==> config.mk <==
export PLATFORM = sky130hd
export DESIGN_NAME = fwd_hazard_unit
export DESIGN_NICKNAME = d
export VERILOG_FILES = /design/src/rtl/fwd_pkg.sv /design/src/rtl/fwd_tag_pipe.sv /design/src/rtl/fwd_hazard_unit.sv
export SDC_FILE = /design/constraint.sdc
export NUM_CORES = 1
export LEC_CHECK = 0
export BUFFER_PORTS_ARGS = -buffer_cell sky130_fd_sc_hd__buf_2
export CAP_MARGIN = 0
export CORE_ASPECT_RATIO = 0.7
export CORE_UTILIZATION = 51
export DETAILED_ROUTE_END_ITERATION = 12
export PLACE_DENSITY_LB_ADDON = 0.12
export SLEW_MARGIN = 40
export SYNTH_ARGS = -nofsm -noshare
export SYNTH_HDL_FRONTEND = slang
export SYNTH_SLANG_ARGS = --single-unit
==> constraint.sdc <==
create_clock -name clk -period 2.4 [get_ports clk]
set_input_delay 0.36 -clock clk [delete_from_list [all_inputs] [get_ports clk]]
set_output_delay 0.36 -clock clk [all_outputs]
set_load 0.02 [all_outputs]
==> src/rtl/fwd_pkg.sv <==
// Shared types and helpers for the forwarding / load-use hazard unit.
// Holds the in-flight tag format and the forward-select width function.
package fwd_pkg;

  // Tag dst is sized for the widest supported register address.
  // Narrower addresses are zero-extended when stored or compared.
  localparam int TAG_DST_W = 8;
  localparam int FWD_SEL_RF = 0;

  typedef struct packed {
    logic                 valid;
    logic                 wr;
    logic                 is_load;
    logic [TAG_DST_W-1:0] dst;
  } fwd_tag_t;

  localparam fwd_tag_t TAG_BUBBLE = '0;

  function automatic int fwd_sel_w(input int depth);
    return $clog2(depth + 1);
  endfunction

endpackage

==> src/rtl/fwd_tag_pipe.sv <==
// Destination-tag shift register: entry 0 is the instruction in EX,
// entry k is k stages past EX; the oldest entry falls off each cycle.
module fwd_tag_pipe
  import fwd_pkg::*;
#(
  parameter int DEPTH = 2
) (
  input  logic                 clk,
  input  logic                 rst,
  input  fwd_tag_t             in_tag,
  output fwd_tag_t [DEPTH:0]   tags
);

  always_ff @(posedge clk) begin
    if (rst) begin
      tags <= {(DEPTH + 1){TAG_BUBBLE}};
    end else begin
      tags <= {tags[DEPTH-1:0], in_tag};
    end
  end

endmodule

==> src/rtl/fwd_hazard_unit.sv <==
// Forwarding-select and load-use hazard unit with its own tag pipeline.
// Stall is combinational; forward selects are registered for the EX stage.
module fwd_hazard_unit
  import fwd_pkg::*;
#(
  parameter int REG_ADDR_W = 3,
  parameter int NUM_SRC    = 3,
  parameter int FWD_DEPTH  = 2,
  parameter int LOAD_LAT   = 1,
  parameter int SEL_W      = fwd_sel_w(FWD_DEPTH)
) (
  input  logic                          clk,
  input  logic                          rst,
  input  logic                          id_valid,
  input  logic [NUM_SRC*REG_ADDR_W-1:0] id_src,
  input  logic [NUM_SRC-1:0]            id_use,
  input  logic [REG_ADDR_W-1:0]         id_dst,
  input  logic                          id_wr,
  input  logic                          id_is_load,
  input  logic                          flush,
  output logic                          stall,
  output logic [NUM_SRC*SEL_W-1:0]      fwd_sel,
  output logic [15:0]                   stall_cycles
);

  fwd_tag_t [FWD_DEPTH:0]          tags;
  fwd_tag_t                        id_tag;
  logic [NUM_SRC-1:0][FWD_DEPTH:0] match;
  logic                            hazard;
  logic                            issue;
  logic [NUM_SRC*SEL_W-1:0]        sel_next;

  fwd_tag_pipe #(.DEPTH(FWD_DEPTH)) u_pipe (
    .clk    (clk),
    .rst    (rst),
    .in_tag (id_tag),
    .tags   (tags)
  );

  // Live match of each ID operand against every in-flight tag.
  always_comb begin
    match = '0;
    for (int i = 0; i < NUM_SRC; i++) begin
      for (int j = 0; j <= FWD_DEPTH; j++) begin
        match[i][j] = id_use[i]
                    && (id_src[i*REG_ADDR_W +: REG_ADDR_W] != '0)
                    && tags[j].valid && tags[j].wr
                    && (tags[j].dst == TAG_DST_W'(id_src[i*REG_ADDR_W +: REG_ADDR_W]));
      end
    end
  end

  always_comb begin
    hazard = 1'b0;
    for (int i = 0; i < NUM_SRC; i++) begin
      for (int j = 0; j < LOAD_LAT; j++) begin
        if (match[i][j] && tags[j].is_load) hazard = 1'b1;
      end
    end
  end

  // Scan oldest to youngest so the youngest producer overwrites last.
  always_comb begin
    sel_next = {NUM_SRC{SEL_W'(FWD_SEL_RF)}};
    for (int i = 0; i < NUM_SRC; i++) begin
      for (int j = FWD_DEPTH - 1; j >= 0; j--) begin
        if (match[i][j]) sel_next[i*SEL_W +: SEL_W] = SEL_W'(j + 1);
      end
    end
  end

  assign stall = id_valid & ~flush & hazard & ~rst;
  assign issue = id_valid & ~flush & ~hazard;

  always_comb begin
    id_tag = TAG_BUBBLE;
    if (issue) begin
      id_tag.valid   = 1'b1;
      id_tag.wr      = id_wr;
      id_tag.is_load = id_is_load;
      id_tag.dst     = TAG_DST_W'(id_dst);
    end
  end

  always_ff @(posedge clk) begin
    if (rst) begin
      fwd_sel <= {NUM_SRC{SEL_W'(FWD_SEL_RF)}};
    end else if (issue) begin
      fwd_sel <= sel_next;
    end else begin
      fwd_sel <= {NUM_SRC{SEL_W'(FWD_SEL_RF)}};
    end
  end

  always_ff @(posedge clk) begin
    if (rst) begin
      stall_cycles <= '0;
    end else if (stall && (stall_cycles != 16'hFFFF)) begin
      stall_cycles <= stall_cycles + 16'd1;
    end
  end

endmodule

==> out/metrics.csv, run 1 <==
stage,metric,value,unit
run_status,status,"finished, final reports clean",
clocking,clkSinkCount,33,
clocking,root_buffer,clkbuf_8,
worst_setup_path,crit_type,reg2out,
pwr,power_frac_seq,55.2,%
pwr,combPwrFrac,5.9,%
layout,drive_gt1_share,26.9,%
global_routing,antenna_found_initial,0,
clocking,insertion_delay,0.28,ns
global_routing,grt_pass1_vias,1152,
synth,avgSynthCellArea,9.16,µm²
layout,regArea,661,µm²
synth,syn-num-nets,189,
timing,period_share,92.9,%
pwr,internal-power,782,µW
floorplan,fp-row-count,16,
pwr,ir_drop,332,µV
global_routing,grt_max_degree,25,
clocking,cts_tree,built,
place,io_buffers,43,
synth,synth.distinct_cells,32,
floorplan,die_area,0.00322,mm²
layout,nNetsFinal,237,
clocking,clockBufferDepth,2,
worst_setup_path,crit_required,2.04,ns
synth,yosysWarnings,0,
hold_path,hp-class,in2reg,
global_routing,grt_pass1_wl,5270,µm
floorplan,pin_count,44,
drt,via_count,1438,
pwr,power_density,539,mW/mm²
drt,drt_first_pass_iters,4,
timing,worst_pin_slew,0.624,ns
pwr,switchingPower,228,µW
synth,netlist_area,0.00153,mm²
timing,fmax,449,MHz
pwr,power.leakage,0.819,nW
drt,first_iter_violations,88,
timing,post-route-min-period,2.23,ns
floorplan,die_y,47.8,µm
synth,ys_ff_latch,33,
clocking,clkTransAtPathRegs,0.06,ns
worst_setup_path,cp-end-kind,output port,
pwr,clockPowerShare,38.9,%
clocking,numCtsBuffers,5,
drt,drc,0,
drt,wl,3430,µm
floorplan,die_x,67.4,µm
worst_setup_path,worstPathMaxFanout,13,
drt,viasPerCell,5.71,
timing,hold_violations,0,
global_routing,grt_use_total,23.1,%
synth,synthCells,167,
timing,rsz0062_at_grt,false,
worst_setup_path,cp-start-kind,flop,
floorplan,initial_utilization,54.2,%
worst_setup_path,arrival,1.87,ns
place,place.gp.congestion,0.804,
timing,relSlewSlack,58.4,%
layout,areaGrowthSynthToFinish,22.5,%
timing,maxSlewViolCount,0,
clocking,cts_setup_buffers,0,
layout,fillerInstances,247,
global_routing,gr-total-overflow,0,
drt,ant_nets,0,
timing,finClkSkew,0.00561,ns
layout,multiInputGateArea,840,µm²
drt,avgRoutedWirePerCell,13.6,µm
pwr,netSwitchingFraction,22.6,%
synth,synth-seq-area-share,43.2,%
floorplan,core_area,0.00282,mm²
clocking,htree_levels,2,
layout,antennaDiodeCount,0,
pwr,power,1.01,mW
timing,setup_violations,0,
flow_run,cap_violations,0,
timing,fin_setup_tns,0,ns
place,dp_hpwl,2610,µm
==> power groups by stage <==
stage                     Clock, mW  Combinational (mW)  Sequential, mW
final                         0.393              0.0592           0.558
after CTS                     0.398              0.0591           0.558
after floorplan                   0              0.0294           0.568
after global routing          0.428              0.0648           0.558
after global placement            0              0.0562           0.569
after detailed placement          0              0.0590           0.570
==> path summary, 6_finish.rpt <==
kind	from	endpoint	slack, ns	cells past startpoint
max	u_pipe.tags[2]	stall	0.17	6
min	id_dst[0]	u_pipe.tags[0]	0.28	2
max reg2reg	stall_cycles[6]	stall_cycles[9]	0.33	6
min reg2reg	u_pipe.tags[9]	u_pipe.tags[20]	0.48	1
==> critical path, cell delays in order (launching register included) <==
cell and delay, ns:
dfxtp_1 0.37, xor2_1 0.19, nor4_2 0.26, nand2_1 0.14
a31o_2 0.30, inv_1 0.14, buf_2 0.19
==> cell families (layout without fill, tap and decap cells) <==
family | Yosys count | count (layout) | synth area share, %
AOI/OAI and AO/OA | 32 | 32 | 12.8
and+or+nand+nor | 73 | 73 | 28.8
muxes | 3 | 3 | 2.21
buffers and inverters | 7 | 56 | 1.88
xor gates and xnor gates | 18 | 18 | 10.3
adders and majority gates | 1 | 1 | 0.818
DFF | 33 | 33 | 43.2
==> flip-flops by register name (all words and copies together) (netlist names) <==
signal        flops
stall_cycles     16
fwd_sel           6
u_pipe.tags      11
==> synth_stat cells <==
cell type | instances | area [µm²]
dfxtp_1 | 33 | 661
a21oi_1 | 14 | 70.1
nand3_1 | 11 | 55.1
xor2_1 | 11 | 96.3
nor2_1 | 8 | 30.0
nor2b_1 | 8 | 50.1
and3_1 | 7 | 43.8
o21ai_0 | 7 | 35.0
or3_1 | 7 | 43.8
xnor2_1 | 7 | 61.3
and4_1 | 6 | 52.6
and2_1 | 5 | 31.3
nand2_1 | 5 | 18.8
nand4_1 | 4 | 25.0
o31ai_1 | 4 | 30.0
clkbuf_1 | 3 | 11.3
mux2_2 | 3 | 33.8
nor3_1 | 3 | 15.0
o31a_1 | 3 | 26.3
buf_2 | 2 | 10.0
inv_1 | 2 | 7.51
nand3b_1 | 2 | 15.0
nor4_1 | 2 | 12.5
or4_1 | 2 | 15.0
a211oi_1 | 1 | 7.51
a31o_1 | 1 | 8.76
a41oi_1 | 1 | 8.76
and4b_1 | 1 | 10.0
ha_1 | 1 | 12.5
nor4_2 | 1 | 12.5
o41ai_1 | 1 | 8.76
or4b_1 | 1 | 10.0
==> area by class of cell <==
cell class	count	area share (%)
multi-input cells	127	44.8
flip-flops and latches	33	35.3
repair buffers	46	12.7
clock buffers	6	3.87
well taps	36	2.40
clock inverters	2	0.534
inverters	2	0.401
==> metrics by stage <==
| stage | hold slack [ns] | instances | worst slack, ns | util (%) | area, µm² |
|---|---|---|---|---|---|
| floorplan | 0.438 | 167 | 0.424 | - | 1530 |
| global placement | 0.442 | 244 | 0.294 | 63.4 | 1790 |
| detailed placement | 0.463 | 244 | 0.204 | 63.4 | 1790 |
| CTS | 0.273 | 252 | 0.110 | 66.4 | 1870 |
| global route | 0.272 | 252 | 0.0275 | 66.4 | 1870 |
| finish | 0.282 | 252 | 0.171 | 66.4 | 1870 |
==> cells in the final DEF, fill, tap and decap left out <==
cell type / synthesis / layout
xnor2_1: 7 / 7
dfxtp_1: 33 / 33
nand3b_1: 2 / 2
nor4_2: 1 / 1
nor4_1: 2 / 2
o31ai_1: 4 / 4
a21oi_1: 14 / 14
mux2_2: 3 / 3
a31o_2: 0 / 1
and4_1: 6 / 6
nand2_1: 5 / 5
xor2_1: 11 / 11
clkinv_2: 0 / 2
inv_1: 2 / 2
o31a_1: 3 / 3
and4b_1: 1 / 1
nand3_1: 11 / 11
clkbuf_1: 3 / 1
nand4_1: 4 / 4
and2_1: 5 / 5
or4_1: 2 / 2
nor2_1: 8 / 8
nor3_1: 3 / 3
buf_2: 2 / 43
o21ai_0: 7 / 7
nor2b_1: 8 / 8
a211oi_1: 1 / 1
ha_1: 1 / 1
and3_1: 7 / 7
o41ai_1: 1 / 1
buf_4: 0 / 3
clkbuf_8: 0 / 5
a41oi_1: 1 / 1
or4b_1: 1 / 1
or3_1: 7 / 7
==> layer usage <==
metal  track usage, %  routed length, µm  part of all wire, %  up-vias
li1                 -                  -                    -      709
met1             33.1               1750                   51      681
met5                0                  0                    0        -
met2             32.8               1440                   42       44
met4             7.66                 25                 0.73        0
met3             7.14                220                  6.4        4
==> what timing repair did <==
item | CTS | global route
hold endpoints to repair | 0 | 0
resized for setup | 0 | 1
endpoints found under the setup margin | 0 | 1
hold buffers | 0 | 0
Note: power is estimated with default switching activity, not from simulation.
==> run 2: changes to the inputs <==
- RECOVER_POWER: unset -> 50
==> out/metrics.csv, run 2 (synthesized netlist as in run 1, its figures left out) <==
stage,metric,value,unit
layout,antennaDiodeCount,0,
place,place.gp.congestion,0.804,
floorplan,fp-row-count,16,
worst_setup_path,r2r_start,u_pipe.tags[2],
floorplan,die_area,0.00322,mm²
timing,relSlewSlack,33.2,%
clocking,root_buffer,clkbuf_8,
layout,nNetsFinal,237,
worst_setup_path,cp-start-kind,flop,
worst_setup_path,crit_required,2.04,ns
drt,wl,3460,µm
timing,rsz0062_at_grt,false,
hold_path,hp-class,in2reg,
flow_run,cap_violations,0,
timing,period_share,93.2,%
floorplan,core_area,0.00282,mm²
pwr,power_density,548,mW/mm²
pwr,power,1.01,mW
layout,largest_reg_flops,16,
drt,ant_nets,0,
floorplan,die_y,47.8,µm
worst_setup_path,cp-end-kind,output port,
timing,worst_pin_slew,1.00,ns
hold_path,min_to,u_pipe.tags[0],
global_routing,grt_pass1_wl,5270,µm
drt,dr_wl_met3,252,µm
worst_setup_path,arrival,1.88,ns
clocking,insertion_delay,0.28,ns
hold_path,hold_depth,2,
drt,met2WireLength,1450,µm
pwr,ir_drop,332,µV
floorplan,die_x,67.4,µm
timing,finClkSkew,0.00692,ns
place,io_buffers,43,
drt,highest_layer,met4,
timing,hold_slack,0.280,ns
clocking,clkSinkCount,33,
timing,setup_violations,0,
layout,multiInputGateArea,840,µm²
run_status,status,"finished, final reports clean",
drt,viasPerCell,5.69,
layout,drive_gt1_share,16.7,%
global_routing,antenna_found_initial,0,
worst_setup_path,rrSetupSlack,0.31,ns
drt,avgRoutedWirePerCell,13.7,µm
drt,drt_first_pass_iters,4,
timing,fin_setup_tns,0,ns
timing,hold_violations,0,
floorplan,pin_count,44,
pwr,power.leakage,0.724,nW
drt,via_count,1433,
global_routing,gr-total-overflow,0,
layout,post-route-util,65.3,%
clocking,numCtsBuffers,5,
global_routing,grt_use_total,23.1,%
clocking,htree_levels,2,
clocking,post_cts_resized,0,
layout,areaGrowthSynthToFinish,20.5,%
hold_path,hp-start,id_dst[0],
clocking,cts_setup_buffers,0,
drt,drt-met1-wl,1730,µm
layout,final_cell_mix,"33 x dfxtp_1, 23 x clkbuf_1, 22 x buf_2, 14 x a21oi_1",
clocking,cts_tree,built,
drt,drc,0,
worst_setup_path,crit_type,reg2out,
clocking,hold_buffers,0,
timing,post-route-min-period,2.24,ns
layout,layout_commonest_cell,dfxtp_1,
worst_setup_path,reg2reg_to,stall_cycles[14],
layout,regArea,661,µm²
worst_setup_path,ff2ff_path_depth,7,
place,dp_hpwl,2610,µm
worst_setup_path,worstPathMaxFanout,13,
floorplan,initial_utilization,54.2,%
timing,maxSlewViolCount,0,
layout,fillerInstances,257,
clocking,clkTransAtPathRegs,0.06,ns
global_routing,grt_max_degree,25,
layout,top_register,stall_cycles,
global_routing,grt_pass1_vias,1152,
timing,fmax,447,MHz
layout,reg.largest.list,"stall_cycles (16), u_pipe.tags (11), fwd_sel (6)",
drt,first_iter_violations,89,
clocking,clockBufferDepth,2,
-- run 2: cell count changes in the layout (fill, tap and decap cells not counted), sizes merged --
cell    before  now
clkbuf       6   28
buf         46   24
-- run 2: worst max-delay path by stage --
stage | endpoint | slack (ns) | from
final | stall | 0.16 | u_pipe.tags[2]
after global placement | stall_cycles[8] | 0.29 | id_src[5]
after CTS | stall | 0.11 | u_pipe.tags[2]
after global routing | stall | 0.03 | u_pipe.tags[2]
after floorplan | stall_cycles[8] | 0.42 | u_pipe.tags[2]
after detailed placement | stall_cycles[14] | 0.20 | id_src[5]
-- run 2: metal layers --
metal	vias up	global-route usage, %
met2	55	32.8
met3	4	7.14
met4	0	7.66
met1	669	33.1
met5	-	0
li1	705	-
-- run 2: area by class of cell --
| cell class | instances | share of cell area (%) |
|---|---|---|
| multi-input combinational | 127 | 45.6 |
| sequential | 33 | 35.8 |
| timing repair buffer | 46 | 11.3 |
| clock buffer | 6 | 3.94 |
| tap | 36 | 2.44 |
| clock inverter | 2 | 0.543 |
| inverter | 2 | 0.407 |
-- run 2: critical path, stage by stage (launching register included) --
cell,delay [ns]
dfxtp_1,0.37
xor2_1,0.19
nor4_2,0.26
nand2_1,0.14
a31o_2,0.31
inv_1,0.15
buf_2,0.19
-- run 2: where the power goes --
group,internal [mW],switching [mW],total [mW]
clock,0.201,0.193,0.394
combinational,0.0282,0.0297,0.0579
sequential,0.552,0.00547,0.558
total,0.781,0.228,1.01
-- run 2: per-stage QoR --
step / cells / setup slack (ns) / area [µm²]
after floorplan: 167 / 0.424 / 1530
after global placement: 244 / 0.294 / 1790
after detailed placement: 244 / 0.204 / 1790
after CTS: 252 / 0.110 / 1870
after global routing: 252 / 0.0275 / 1840
final: 252 / 0.164 / 1840
==> run 3: changes to the inputs <==
- CORE_UTILIZATION: 51 -> 55
- SYNTH_HIERARCHICAL: unset -> 1
==> out/metrics.csv, run 3 <==
stage,metric,value,unit
run_status,status,"finished, violations left",
run_status,violations,"capacitance limit, slew limit, setup timing",
clocking,clockBufferDepth,2,
clocking,root_buffer,clkbuf_8,
hold_path,hp-start,id_use[1],
synth,avgSynthCellArea,9.22,µm²
clocking,clkSinkCount,43,
global_routing,grt_use_total,23.3,%
clocking,htree_levels,2,
clocking,cts_tree,built,
layout,nNetsFinal,290,
timing,finClkSkew,0.00685,ns
drt,avgRoutedWirePerCell,13.4,µm
hold_path,hp-class,in2reg,
floorplan,die_area,0.00382,mm²
floorplan,die_y,52,µm
global_routing,gr-total-overflow,0,
floorplan,core_area,0.00328,mm²
pwr,power.leakage,0.858,nW
drt,first_iter_violations,128,
layout,reg.largest.list,"u_pipe/tags (21), stall_cycles (16), fwd_sel (6)",
worst_setup_path,r2r_start,u_pipe/tags[6],
pwr,internal-power,1.00,mW
synth,synthCells,213,
floorplan,die_x,73.4,µm
timing,worst_pin_slew,1.70,ns
clocking,numCtsBuffers,5,
place,io_buffers,43,
layout,top_register,u_pipe/tags,
global_routing,grt_pass1_wl,6520,µm
timing,fmax,407,MHz
synth,yosysWarnings,6,
place,place.gp.congestion,0.738,
timing,hold_violations,0,
timing,relSlewSlack,-13.1,%
pwr,switchingPower,308,µW
layout,final_cell_mix,"41 x dfxtp_1, 24 x nor2b_1, 24 x buf_2, 19 x clkbuf_1, 12 x xnor2_1",
layout,layout_commonest_cell,dfxtp_1,
worst_setup_path,arrival,2.10,ns
pwr,combPwrFrac,7.0,%
worst_setup_path,crit_required,2.04,ns
layout,fin_cells,316,
timing,setup_violations,4,
timing,period_share,102,%
drt,wl,4240,µm
pwr,netSwitchingFraction,23.5,%
worst_setup_path,worstPathMaxFanout,2,
global_routing,grt_pass1_vias,1428,
drt,drt_first_pass_iters,4,
layout,post-route-cell-area,0.00241,mm²
place,dp_hpwl,2910,µm
drt,via_count,1727,
place,place_inst,306,
worst_setup_path,cp-start-kind,flop,
pwr,clockPowerShare,37.2,%
place,place_area,0.00226,mm²
worst_setup_path,cp-end-kind,output port,
floorplan,fp-row-count,17,
layout,largest_reg_flops,21,
worst_setup_path,crit_type,reg2out,
pwr,ir_drop,397,µV
clocking,hold_buffers,0,
timing,maxSlewViolCount,40,
layout,areaGrowthSynthToFinish,22.7,%
pwr,power_density,545,mW/mm²
synth,netlist_area,0.00196,mm²
flow_run,cap_violations,1,
timing,rsz0062_at_grt,true,
floorplan,initial_utilization,60.0,%
pwr,power_frac_seq,55.8,%
global_routing,antenna_found_initial,0,
global_routing,grt_max_degree,40,
timing,post-route-min-period,2.46,ns
pwr,power,1.31,mW
drt,viasPerCell,5.47,
layout,antennaDiodeCount,0,
floorplan,pin_count,44,
timing,finalWorstSetupSlack,-0.0573,ns
drt,ant_nets,0,
worst_setup_path,startpoint,u_pipe/tags[6],
clocking,clkTransAtPathRegs,0.08,ns
drt,drc,0,
clocking,insertion_delay,0.30,ns
layout,drive_gt1_share,24.2,%
==> run 3: final timing paths <==
kind,to,slack (ns),depth (start not counted)
setup / recovery,stall,-0.06,6
hold reg to reg,u_pipe/tags[20],0.47,1
setup reg to reg,stall_cycles[15],-0.01,6
hold / removal,fwd_sel[3],0.33,3
==> run 3: repair_timing <==
action	4_1_cts	5_1_grt
pin swaps	2	6
setup buffers	2	0
resized for setup	9	10
setup endpoints to repair	10	9
==> run 3: stage by stage <==
stage                     utilization, %  setup TNS (ns)  worst slack (ns)  hold slack [ns]
after detailed placement            68.9          -0.998            -0.124            0.455
after CTS                           73.1         -0.0780           -0.0388            0.325
after global routing                73.6          -0.602            -0.102            0.330
after global placement              68.9          -0.595           -0.0886            0.454
final                               73.6         -0.0899           -0.0573            0.330
after floorplan                        -               0            0.0273            0.428
==> run 3: critical path, cell delays in order, from the launching register on <==
cell,delay [ns]
dfxtp_2,0.32
or4_4,0.54
or4_4,0.44
a31o_4,0.24
buf_6,0.11
inv_2,0.04
buf_6,0.10
==> run 3: final cells by class <==
type                            instances  area, µm²
Inverter                                5       18.8
Fill cell                             279        866
Timing Repair Buffer                   54        285
Sequential cell                        43        863
Multi-Input combinational cell        159       1080
Clock inverter                          2       16.3
Clock buffer                            6       82.6
Tap cell                               47       58.8
==> run 3: metal layers <==
metal  part of all wire [%]  GRT usage [%]
met3                    6.7           6.01
met2                     41           32.3
met1                     51           33.9
met5                      0              0
met4                    1.6           9.62
==> run 3: power groups by stage <==
stage	Clock [mW]	Sequential (mW)	Combinational, mW
after floorplan	0	0.747	0.0577
after global placement	0	0.749	0.0890
after detailed placement	0	0.749	0.0903
after CTS	0.500	0.733	0.0909
after global routing	0.535	0.735	0.103
final	0.488	0.733	0.0924
